$ cat src/rtl/alu_exec_ctrl_if.sv
// alu_exec_ctrl_if: bundles the op-request, alu-drive, alu-return and result signals of alu_exec_ctrl
// slave: controller side (receives ops and alu results, drives alu operands and results)
// master: environment side (issues ops, models the alu, consumes results)
interface alu_exec_ctrl_if #(parameter int DATA_W = 16);
  logic in_valid;
  logic in_ready;
  logic [3:0] in_op;
  logic [DATA_W-1:0] in_a;
  logic [DATA_W-1:0] in_b;
  logic [DATA_W-1:0] alu_a;
  logic [DATA_W-1:0] alu_b;
  logic [3:0] alu_sel;
  logic [DATA_W-1:0] alu_out;
  logic alu_zero;
  logic alu_negative;
  logic res_valid;
  logic res_ready;
  logic [DATA_W-1:0] res_data;
  logic res_wr;
  logic branch_taken;
  logic illegal;
  logic flag_z;
  logic flag_n;
  modport slave (
    input in_valid, in_op, in_a, in_b, alu_out, alu_zero, alu_negative, res_ready,
    output in_ready, alu_a, alu_b, alu_sel, res_valid, res_data, res_wr, branch_taken, illegal, flag_z, flag_n
  );
  modport master (
    output in_valid, in_op, in_a, in_b, alu_out, alu_zero, alu_negative, res_ready,
    input in_ready, alu_a, alu_b, alu_sel, res_valid, res_data, res_wr, branch_taken, illegal, flag_z, flag_n
  );
endinterface

$ cat src/rtl/alu_exec_ctrl.sv
// alu_exec_ctrl: single-issue execute controller that sequences one op through an external alu
// ports: clk, rst (sync active-high), bus (alu_exec_ctrl_if.slave: op request, alu drive/return, result, flags)
module alu_exec_ctrl #(
  parameter int DATA_W = 16
) (
  input logic clk,
  input logic rst,
  alu_exec_ctrl_if.slave bus
);
  localparam logic [1:0] IDLE = 2'd0;
  localparam logic [1:0] EXEC = 2'd1;
  localparam logic [1:0] RESP = 2'd2;
  localparam logic [1:0] STALL = 2'd3;
  localparam logic [3:0] OP_CMP = 4'b0101;
  localparam logic [3:0] OP_STR = 4'b1000;
  localparam logic [3:0] OP_B = 4'b1001;
  localparam logic [3:0] OP_BEQ = 4'b1010;
  localparam logic [3:0] OP_BGE = 4'b1011;
  localparam logic [3:0] OP_STALL = 4'b1100;
  logic [1:0] state;
  logic [3:0] op_q;
  logic [DATA_W-1:0] a_q;
  logic [DATA_W-1:0] b_q;
  logic [3:0] cnt;
  logic [DATA_W-1:0] data_q;
  logic wr_q;
  logic br_q;
  logic ill_q;
  logic fz_q;
  logic fn_q;
  logic [DATA_W-1:0] data_d;
  logic wr_d;
  logic br_d;
  logic ill_d;
  logic flag_upd;
  always_comb begin
    data_d = op_q <= OP_STR ? bus.alu_out : op_q <= OP_BGE ? b_q : '0;
    wr_d = op_q inside {4'b0000, 4'b0001, 4'b0010, 4'b0011, 4'b0100, 4'b0110, 4'b0111};
    // branches resolve against the flags as they stand before this op
    br_d = (op_q == OP_B) | ((op_q == OP_BEQ) & fz_q) | ((op_q == OP_BGE) & ~fn_q);
    ill_d = op_q > OP_STALL;
    flag_upd = op_q <= OP_CMP;
  end
  always_ff @(posedge clk) begin
    if (rst) begin
      state <= IDLE;
      op_q <= '0;
      a_q <= '0;
      b_q <= '0;
      cnt <= '0;
      data_q <= '0;
      wr_q <= 1'b0;
      br_q <= 1'b0;
      ill_q <= 1'b0;
      fz_q <= 1'b0;
      fn_q <= 1'b0;
    end else begin
      case (state)
        IDLE: if (bus.in_valid) begin
          op_q <= bus.in_op;
          a_q <= bus.in_a;
          b_q <= bus.in_b;
          if (bus.in_op == OP_STALL) begin
            cnt <= bus.in_a[3:0] == 4'd0 ? 4'd1 : bus.in_a[3:0];
            state <= STALL;
          end else begin
            state <= EXEC;
          end
        end
        EXEC: begin
          data_q <= data_d;
          wr_q <= wr_d;
          br_q <= br_d;
          ill_q <= ill_d;
          if (flag_upd) begin
            fz_q <= bus.alu_zero;
            fn_q <= bus.alu_negative;
          end
          state <= RESP;
        end
        RESP: if (bus.res_ready) state <= IDLE;
        default: begin
          cnt <= cnt - 4'd1;
          if (cnt == 4'd1) state <= IDLE;
        end
      endcase
    end
  end
  assign bus.in_ready = state == IDLE;
  assign bus.res_valid = state == RESP;
  assign bus.alu_a = a_q;
  assign bus.alu_b = b_q;
  assign bus.alu_sel = op_q;
  assign bus.res_data = data_q;
  assign bus.res_wr = wr_q;
  assign bus.branch_taken = br_q;
  assign bus.illegal = ill_q;
  assign bus.flag_z = fz_q;
  assign bus.flag_n = fn_q;
endmodule

$ cat src/flat_wrapper.sv
// flat-port wrapper written by rule: the top's interface ports become plain ports
module alu_exec_ctrl_flat 
#(
  parameter int DATA_W = 16
)
  (clk, rst, bus_in_valid, bus_in_op, bus_in_a, bus_in_b, bus_alu_out, bus_alu_zero, bus_alu_negative, bus_res_ready, bus_in_ready, bus_alu_a, bus_alu_b, bus_alu_sel, bus_res_valid, bus_res_data, bus_res_wr, bus_branch_taken, bus_illegal, bus_flag_z, bus_flag_n);
  alu_exec_ctrl_if #(.DATA_W(DATA_W)) bus_i ();
  input logic clk;
  input logic rst;
  input wire logic [$bits(bus_i.in_valid)-1:0] bus_in_valid;
  input wire logic [$bits(bus_i.in_op)-1:0] bus_in_op;
  input wire logic [$bits(bus_i.in_a)-1:0] bus_in_a;
  input wire logic [$bits(bus_i.in_b)-1:0] bus_in_b;
  input wire logic [$bits(bus_i.alu_out)-1:0] bus_alu_out;
  input wire logic [$bits(bus_i.alu_zero)-1:0] bus_alu_zero;
  input wire logic [$bits(bus_i.alu_negative)-1:0] bus_alu_negative;
  input wire logic [$bits(bus_i.res_ready)-1:0] bus_res_ready;
  output wire logic [$bits(bus_i.in_ready)-1:0] bus_in_ready;
  output wire logic [$bits(bus_i.alu_a)-1:0] bus_alu_a;
  output wire logic [$bits(bus_i.alu_b)-1:0] bus_alu_b;
  output wire logic [$bits(bus_i.alu_sel)-1:0] bus_alu_sel;
  output wire logic [$bits(bus_i.res_valid)-1:0] bus_res_valid;
  output wire logic [$bits(bus_i.res_data)-1:0] bus_res_data;
  output wire logic [$bits(bus_i.res_wr)-1:0] bus_res_wr;
  output wire logic [$bits(bus_i.branch_taken)-1:0] bus_branch_taken;
  output wire logic [$bits(bus_i.illegal)-1:0] bus_illegal;
  output wire logic [$bits(bus_i.flag_z)-1:0] bus_flag_z;
  output wire logic [$bits(bus_i.flag_n)-1:0] bus_flag_n;
  assign bus_i.in_valid = bus_in_valid;
  assign bus_i.in_op = bus_in_op;
  assign bus_i.in_a = bus_in_a;
  assign bus_i.in_b = bus_in_b;
  assign bus_i.alu_out = bus_alu_out;
  assign bus_i.alu_zero = bus_alu_zero;
  assign bus_i.alu_negative = bus_alu_negative;
  assign bus_i.res_ready = bus_res_ready;
  assign bus_in_ready = bus_i.in_ready;
  assign bus_alu_a = bus_i.alu_a;
  assign bus_alu_b = bus_i.alu_b;
  assign bus_alu_sel = bus_i.alu_sel;
  assign bus_res_valid = bus_i.res_valid;
  assign bus_res_data = bus_i.res_data;
  assign bus_res_wr = bus_i.res_wr;
  assign bus_branch_taken = bus_i.branch_taken;
  assign bus_illegal = bus_i.illegal;
  assign bus_flag_z = bus_i.flag_z;
  assign bus_flag_n = bus_i.flag_n;
  alu_exec_ctrl #(.DATA_W(DATA_W)) u_core (.clk(clk), .rst(rst), .bus(bus_i));
endmodule
$ cat config.mk
export PLATFORM = sky130hd
export DESIGN_NAME = alu_exec_ctrl_flat
export DESIGN_NICKNAME = d
export VERILOG_FILES = /design/src/rtl/alu_exec_ctrl_if.sv /design/src/rtl/alu_exec_ctrl.sv /design/src/flat_wrapper.sv
export SDC_FILE = /design/constraint.sdc
export NUM_CORES = 1
export LEC_CHECK = 0
export BUFFER_PORTS_ARGS = -buffer_cell sky130_fd_sc_hd__buf_4
export CAP_MARGIN = 30
export CORE_MARGIN = 3
export CORE_UTILIZATION = 50
export DETAILED_ROUTE_END_ITERATION = 12
export GPL_TIMING_DRIVEN = 0
export PLACE_DENSITY = 0.8
export SKIP_LAST_GASP = 1
export SYNTH_ARGS = -nofsm -noshare
export SYNTH_HDL_FRONTEND = slang
export SYNTH_SLANG_ARGS = --single-unit
$ cat constraint.sdc
create_clock -name clk -period 3.1 [get_ports clk]
set_input_delay 0.31 -clock clk [delete_from_list [all_inputs] [get_ports clk]]
set_output_delay 0.31 -clock clk [all_outputs]
set_load 0.1 [all_outputs]
# After elaboration in Yosys (flattened, before gate mapping)
# Cells that the tools add are included.
# op_classes
eq_ne	16
reduce_logical	10
order_cmp	4
addsub	1
bitwise	6
n_mux	11
# ops
cell	n
$mux 16	2
$eq 4x4->1 const B	4
$eq 4x3->1 const B	3
$mux 4	3
$eq 4x1->1 const B	2
$eq 4x2->1 const B	2
$le 4x4->1 const B	2
$logic_not 4->1	2
$mux 2	4
$pmux 4 s2	1
$reduce_bool 7->1	1
$pmux 2 s3	1
$reduce_and 3->1	2
$gt 4x4->1 const B	1
$le 4x3->1 const B	1
$ne 2x2->1 const B	2
$reduce_and 2->1	2
$reduce_bool 4->1	1
$sub 4x1->4 const B	1
$and 1x1->1	2
$eq 2x1->1 const B	1
$eq 2x2->1 const B	1
$logic_not 2->1	1
$ne 2x1->1 const B	1
3 further kinds	5
# word_totals
ff_bits	63
word_cells	59
out_inout_bits	59

# Logic depth before layout (Yosys ltp)
# depth
depth_word	5
ltp_mapped	8
mapped_depth_nobuf	6

# Least setup slack after synthesis
# Ideal clock, no wire load.
# synth_path
path_kind	register to register
start	register u_core.state[0]
end	register u_core.state[1]
arrival_ns	2.138
required_time_ns	3.022
setup_slack_ns	0.884
stages_incl_launch_ff	8
period_less_slack_ns	2.216
path_cell_list	dfxtp_1 inv_1 ha_1 buf_4 inv_1 or2_2 and4_1 nor3_1
# synth_via
elab_chain_len	3
elab_cells_between_ends	8
classes_between	eq/ne: 4; mux: 1; reduce/logical: 3
# synth_lines
element	line_no	text
start, declared	alu_exec_ctrl.sv:20	logic [1:0] state;
start signal, assigned	alu_exec_ctrl.sv:46	state <= IDLE;
start signal, assigned	alu_exec_ctrl.sv:65	state <= STALL;
start signal, assigned	alu_exec_ctrl.sv:67	state <= EXEC;
$logic_not 2->1 *	n/a	
named net bus_in_ready	flat_wrapper.sv:18	output wire logic [$bits(bus_i.in_ready)-1:0] bus_in_ready;
$reduce_bool 4->1 (no line) or $ne 2x2->1 (tied branches)	n/a	
$reduce_and 3->1 (no line)	n/a	
# Mark *: on every way through the listed nets, which the timed path passes. The rest lies on a longest branch.
# A chain may end at the register's enable or synchronous reset.

# Final worst setup path
# layout_path
start	register u_core.state[0]
end	register u_core.op_q[3] (netlist: u_core.bus.alu_sel[3])
# layout_via
elab_chain_len	2
# layout_lines
element	line_no	text
$logic_not 2->1	alu_exec_ctrl.sv:58	case (state)
$reduce_and 2->1 (no line)	n/a	
end signal, assigned	alu_exec_ctrl.sv:60	op_q <= bus.in_op;
end, declared	alu_exec_ctrl.sv:21	logic [3:0] op_q;
# Every way passes these cells.

==> results.py <==
metrics = {
    "run_status": {
        "run_status": "complete, no violations",
    },
    "power": {
        "cellPowerDensity_nw_per_um2": 1210,
        "leakagePower_uw": 0.00160,
        "vdd_ir_max_uv": 649,
    },
    "logic_synthesis": {
        "synth-seq-cells": 63,
        "sequential_element_share_of_the_synthesized_area_pct": 48.9,
        "post_synth_inst_count": 309,
        "yosys_most_used_dff": "sky130_fd_sc_hd__dfxtp_1",
        "synth_nets": 372,
        "avgSynthCellArea_um2": 8.34,
        "netlist_top_cells_area": "sky130_fd_sc_hd__dfxtp_1 (49%), sky130_fd_sc_hd__nand2_1 (11%), sky130_fd_sc_hd__a21oi_1 (8.0%)",
        "synth-edff-count": 0,
        "yosysTopAreaCell": "sky130_fd_sc_hd__dfxtp_1",
        "mappedNetlistArea_um2": 2580,
        "ys_async_sr_fraction_pct": 0,
        "synth_warnings": 0,
        "synthDominantCellAreaShare_pct": 48.9,
        "synth_cell_types": 37,
    },
    "sta": {
        "report.final.setup_viol": 0,
        "finalHoldViolations": 0,
        "worst_clock_skew_ps": 7.71,
        "clock.fmax_mhz": 539,
        "setup_total_negative_slack_ps": 0,
        "maxSlewViolCount": 0,
        "layout_setup_ws_ps": 1250,
        "timing.final.crit_share_pct": 59.8,
        "rsz0062_at_grt": "no",
        "worst_pin_slew_ps": 562,
        "final_period_minus_worst_setup_slack_ps": 1850,
        "max_slew_margin_pct": 62.5,
    },
    "setup_path": {
        "crit_buf_inv": 3,
        "required_ps": 3360,
        "worst_setup_path_end_kind": "flop",
        "crit_path_cell_count": 7,
        "rr_endpoint": "u_core.bus.alu_sel[3]",
        "crit-reg2reg-launch": "u_core.state[0]",
        "crit_arrival_ps": 2110,
        "critical_path.cell_chain": "inv_1 -> ha_1 -> buf_4 -> nand2_1 -> clkbuf_1 -> nand2_1 -> a21oi_1",
        "setup.worst_path.class": "reg -> reg",
        "crit_top_cell": "sky130_fd_sc_hd__nand2_1",
        "startpoint_type": "flop",
        "critPathSlowestCell": "sky130_fd_sc_hd__clkbuf_1",
        "timing.reg2reg.worst_path_depth": 7,
        "cpLargestDelayFamily": "buffers and inverters",
        "max_stage_delay_ps": 420,
        "biggest_fanout_along_the_worst_timing_path": 10,
        "worst-r2r-setup-slack_ps": 1250,
    },
    "route": {
        "drt-initial-drc-count": 178,
        "drt.antenna.violating_nets": 0,
        "finalWirelength_um": 7380,
        "drc_errors": 0,
        "post_drt_wl_per_cell_um": 14.6,
        "drt_pre_antenna_iters": 4,
        "via_per_inst": 5.17,
        "vias": 2615,
    },
    "floorplan": {
        "io-pin-count": 117,
        "start_util_pct": 53.2,
        "core_area_um2": 4850,
        "row_count": 25,
        "chipWidth_um": 77.8,
        "fp.dieArea_um2": 6050,
        "fp.dieH_um": 77.8,
    },
    "grt": {
        "grt_met3_use_pct": 8.70,
        "groute.usage.overall_pct": 24.8,
        "grt_overflow_total": 0,
        "met1_track_demand_over_resource_in_global_routing_pct": 30.6,
        "globalRouteMet2Util_pct": 41.9,
        "grt_start_max_net_pins": 11,
        "grt_pass1_vias": 2516,
        "gr-max-usage-layer": "met2",
        "number_of_antenna_violations_at_the_first_check_in_global_routing": 0,
        "grt_pass1_wl_um": 12100,
    },
    "cts": {
        "cts_made_buffers": 9,
        "cts_sinks": 63,
        "cts.repair_timing.setup_buffer_count": 0,
        "worstSkewPairLatency_ps": 330,
        "cts.hold.buffers_added": 0,
        "cts.root.buffer_cell": "sky130_fd_sc_hd__clkbuf_8",
        "tritoncts": "yes",
        "ctsHtreeMaxLevel": 3,
        "clk_path_buf_depth": 2,
        "cts.reportedPaths.clkPinSlew_ps": 70,
        "cts-resized-gates": 0,
    },
    "place": {
        "placement.io_buffers": 115,
        "detailed_place_hpwl_um": 5500,
        "gp_congestion": 0.828,
        "dp_worst_setup_slack_ps": 1250,
    },
    "min_path": {
        "whs_endpoint": "u_core.bus.flag_z",
        "timing.hold.worst_path_depth": 3,
        "timing.hold.worst.start": "bus_alu_zero",
        "hold_path_class": "in -> reg",
    },
    "run": {
        "max_cap_violations": 0,
    },
    "finish": {
        "finalNetCount": 498,
        "seq_cell_area_um2": 1260,
        "layout.filler_cells": 385,
        "antenna-diode-count": 0,
        "area_growth_pct": 43.1,
        "ratio_of_cells_with_drive_above_1_in_the_final_layout_pct": 33.3,
        "footprint_of_the_multi_input_gates_um2": 1180,
    },
}
[power breakdown]
part / switching, µW / internal (µW)
clock: 311 / 303
combinational: 2030 / 624
sequential: 165 / 1030
total: 2500 / 1960
[per-stage QoR]
| step | area, µm² | util [%] | power, µW | cells | hold slack, ps |
|---|---|---|---|---|---|
| 2_1_floorplan | 2580 | - | 3290 | 309 | 446 |
| 3_5_place_dp | 3520 | 72.7 | 3860 | 491 | 448 |
| 4_1_cts | 3690 | 76.1 | 4470 | 506 | 207 |
| 5_1_grt | 3690 | 76.1 | 4690 | 506 | 213 |
| 3_3_place_gp | 3520 | 72.7 | 3830 | 491 | 442 |
| 6_report | 3690 | 76.1 | 4460 | 506 | 215 |
[layout by cell type, fill, tap and decap left out, types with 2 or more instances in the layout]
| cell type | instances |
|---|---|
| sky130_fd_sc_hd__buf_4 | 118 |
| sky130_fd_sc_hd__nand2_1 | 76 |
| sky130_fd_sc_hd__dfxtp_1 | 63 |
| sky130_fd_sc_hd__a21oi_1 | 41 |
| sky130_fd_sc_hd__nor2_1 | 23 |
| sky130_fd_sc_hd__nor3_1 | 19 |
| sky130_fd_sc_hd__a221oi_1 | 14 |
| sky130_fd_sc_hd__clkbuf_1 | 11 |
| sky130_fd_sc_hd__clkbuf_8 | 10 |
| sky130_fd_sc_hd__inv_1 | 9 |
| sky130_fd_sc_hd__buf_2 | 6 |
| sky130_fd_sc_hd__mux2i_1 | 5 |
| sky130_fd_sc_hd__ha_1 | 5 |
| sky130_fd_sc_hd__nor2b_1 | 4 |
| sky130_fd_sc_hd__a211oi_1 | 3 |
| sky130_fd_sc_hd__a31oi_1 | 3 |
| sky130_fd_sc_hd__clkinv_2 | 3 |
| sky130_fd_sc_hd__a221oi_2 | 2 |
| sky130_fd_sc_hd__o2111ai_1 | 2 |
| sky130_fd_sc_hd__o21ai_0 | 2 |
[layer usage]
layer | part of all wire [%] | vias up
li1 | - | 1316
met1 | 41 | 1188
met2 | 49 | 103
met3 | 9.7 | 8
met4 | 1.0 | 0
met5 | 0 | -
[state kept, by name (all words and copies together) (netlist names), 2 cells and up]
signal / flops
u_core.bus.alu_a: 16
u_core.bus.alu_b: 16
u_core.bus.alu_sel: 4
u_core.bus.res_data: 16
u_core.cnt: 4
u_core.state: 2
[worst max path at each step]
stage	from	slack, ps	endpoint
after detailed placement	u_core.state[0]	1250	u_core.bus.alu_sel[3]
after global routing	u_core.state[0]	1000	u_core.bus.alu_sel[3]
after CTS	u_core.state[0]	1210	u_core.bus.alu_sel[3]
after global placement	u_core.state[0]	1310	u_core.bus.alu_b[13]
final	u_core.state[0]	1250	u_core.bus.alu_sel[3]
after floorplan	u_core.state[0]	880	u_core.state[1]
[kinds of logic (layout without fill, tap and decap cells)]
family                     Yosys count  in the layout  share of synthesized area (%)
buffers and inverters               30            160                           5.39
and+or+nand+nor                    133            133                           22.3
muxes                                5              5                           1.94
adders and majority gates            5              5                           2.43
DFF                                 63             63                           48.9
AOI/OAI and AO/OA                   73             73                           19.0
[Yosys cell counts, types with 2 or more instances]
master and count:
sky130_fd_sc_hd__o2111ai_1 2, sky130_fd_sc_hd__mux2i_1 5, sky130_fd_sc_hd__nand2_1 76, sky130_fd_sc_hd__clkbuf_1 10
sky130_fd_sc_hd__nor2_1 23, sky130_fd_sc_hd__a221oi_2 2, sky130_fd_sc_hd__ha_1 5, sky130_fd_sc_hd__a211oi_1 3
sky130_fd_sc_hd__nor3_1 19, sky130_fd_sc_hd__nor2b_1 4, sky130_fd_sc_hd__o21ai_0 2, sky130_fd_sc_hd__buf_4 3
sky130_fd_sc_hd__a31oi_1 3, sky130_fd_sc_hd__a21oi_1 41, sky130_fd_sc_hd__dfxtp_1 63, sky130_fd_sc_hd__inv_1 9
sky130_fd_sc_hd__a221oi_1 14, sky130_fd_sc_hd__buf_2 6
[worst reg2reg max path, delay by kind of cell (launching register included)]
family	cells	cell delay, ps
adders and majority gates	1	230
AOI/OAI and AO/OA	1	150
buffers and inverters	3	680
and+or+nand+nor	2	360
DFF	1	370
[final cells by class]
cell class / instances / share of cell area (%)
sequential: 63 / 34.2
tap: 67 / 2.27
clock buffer: 11 / 3.83
clock inverter: 4 / 0.611
timing repair buffer: 115 / 23.4
buffer: 21 / 2.85
multi-input combinational: 216 / 31.9
inverter: 9 / 0.916
(Power assumes the default switching activity.)
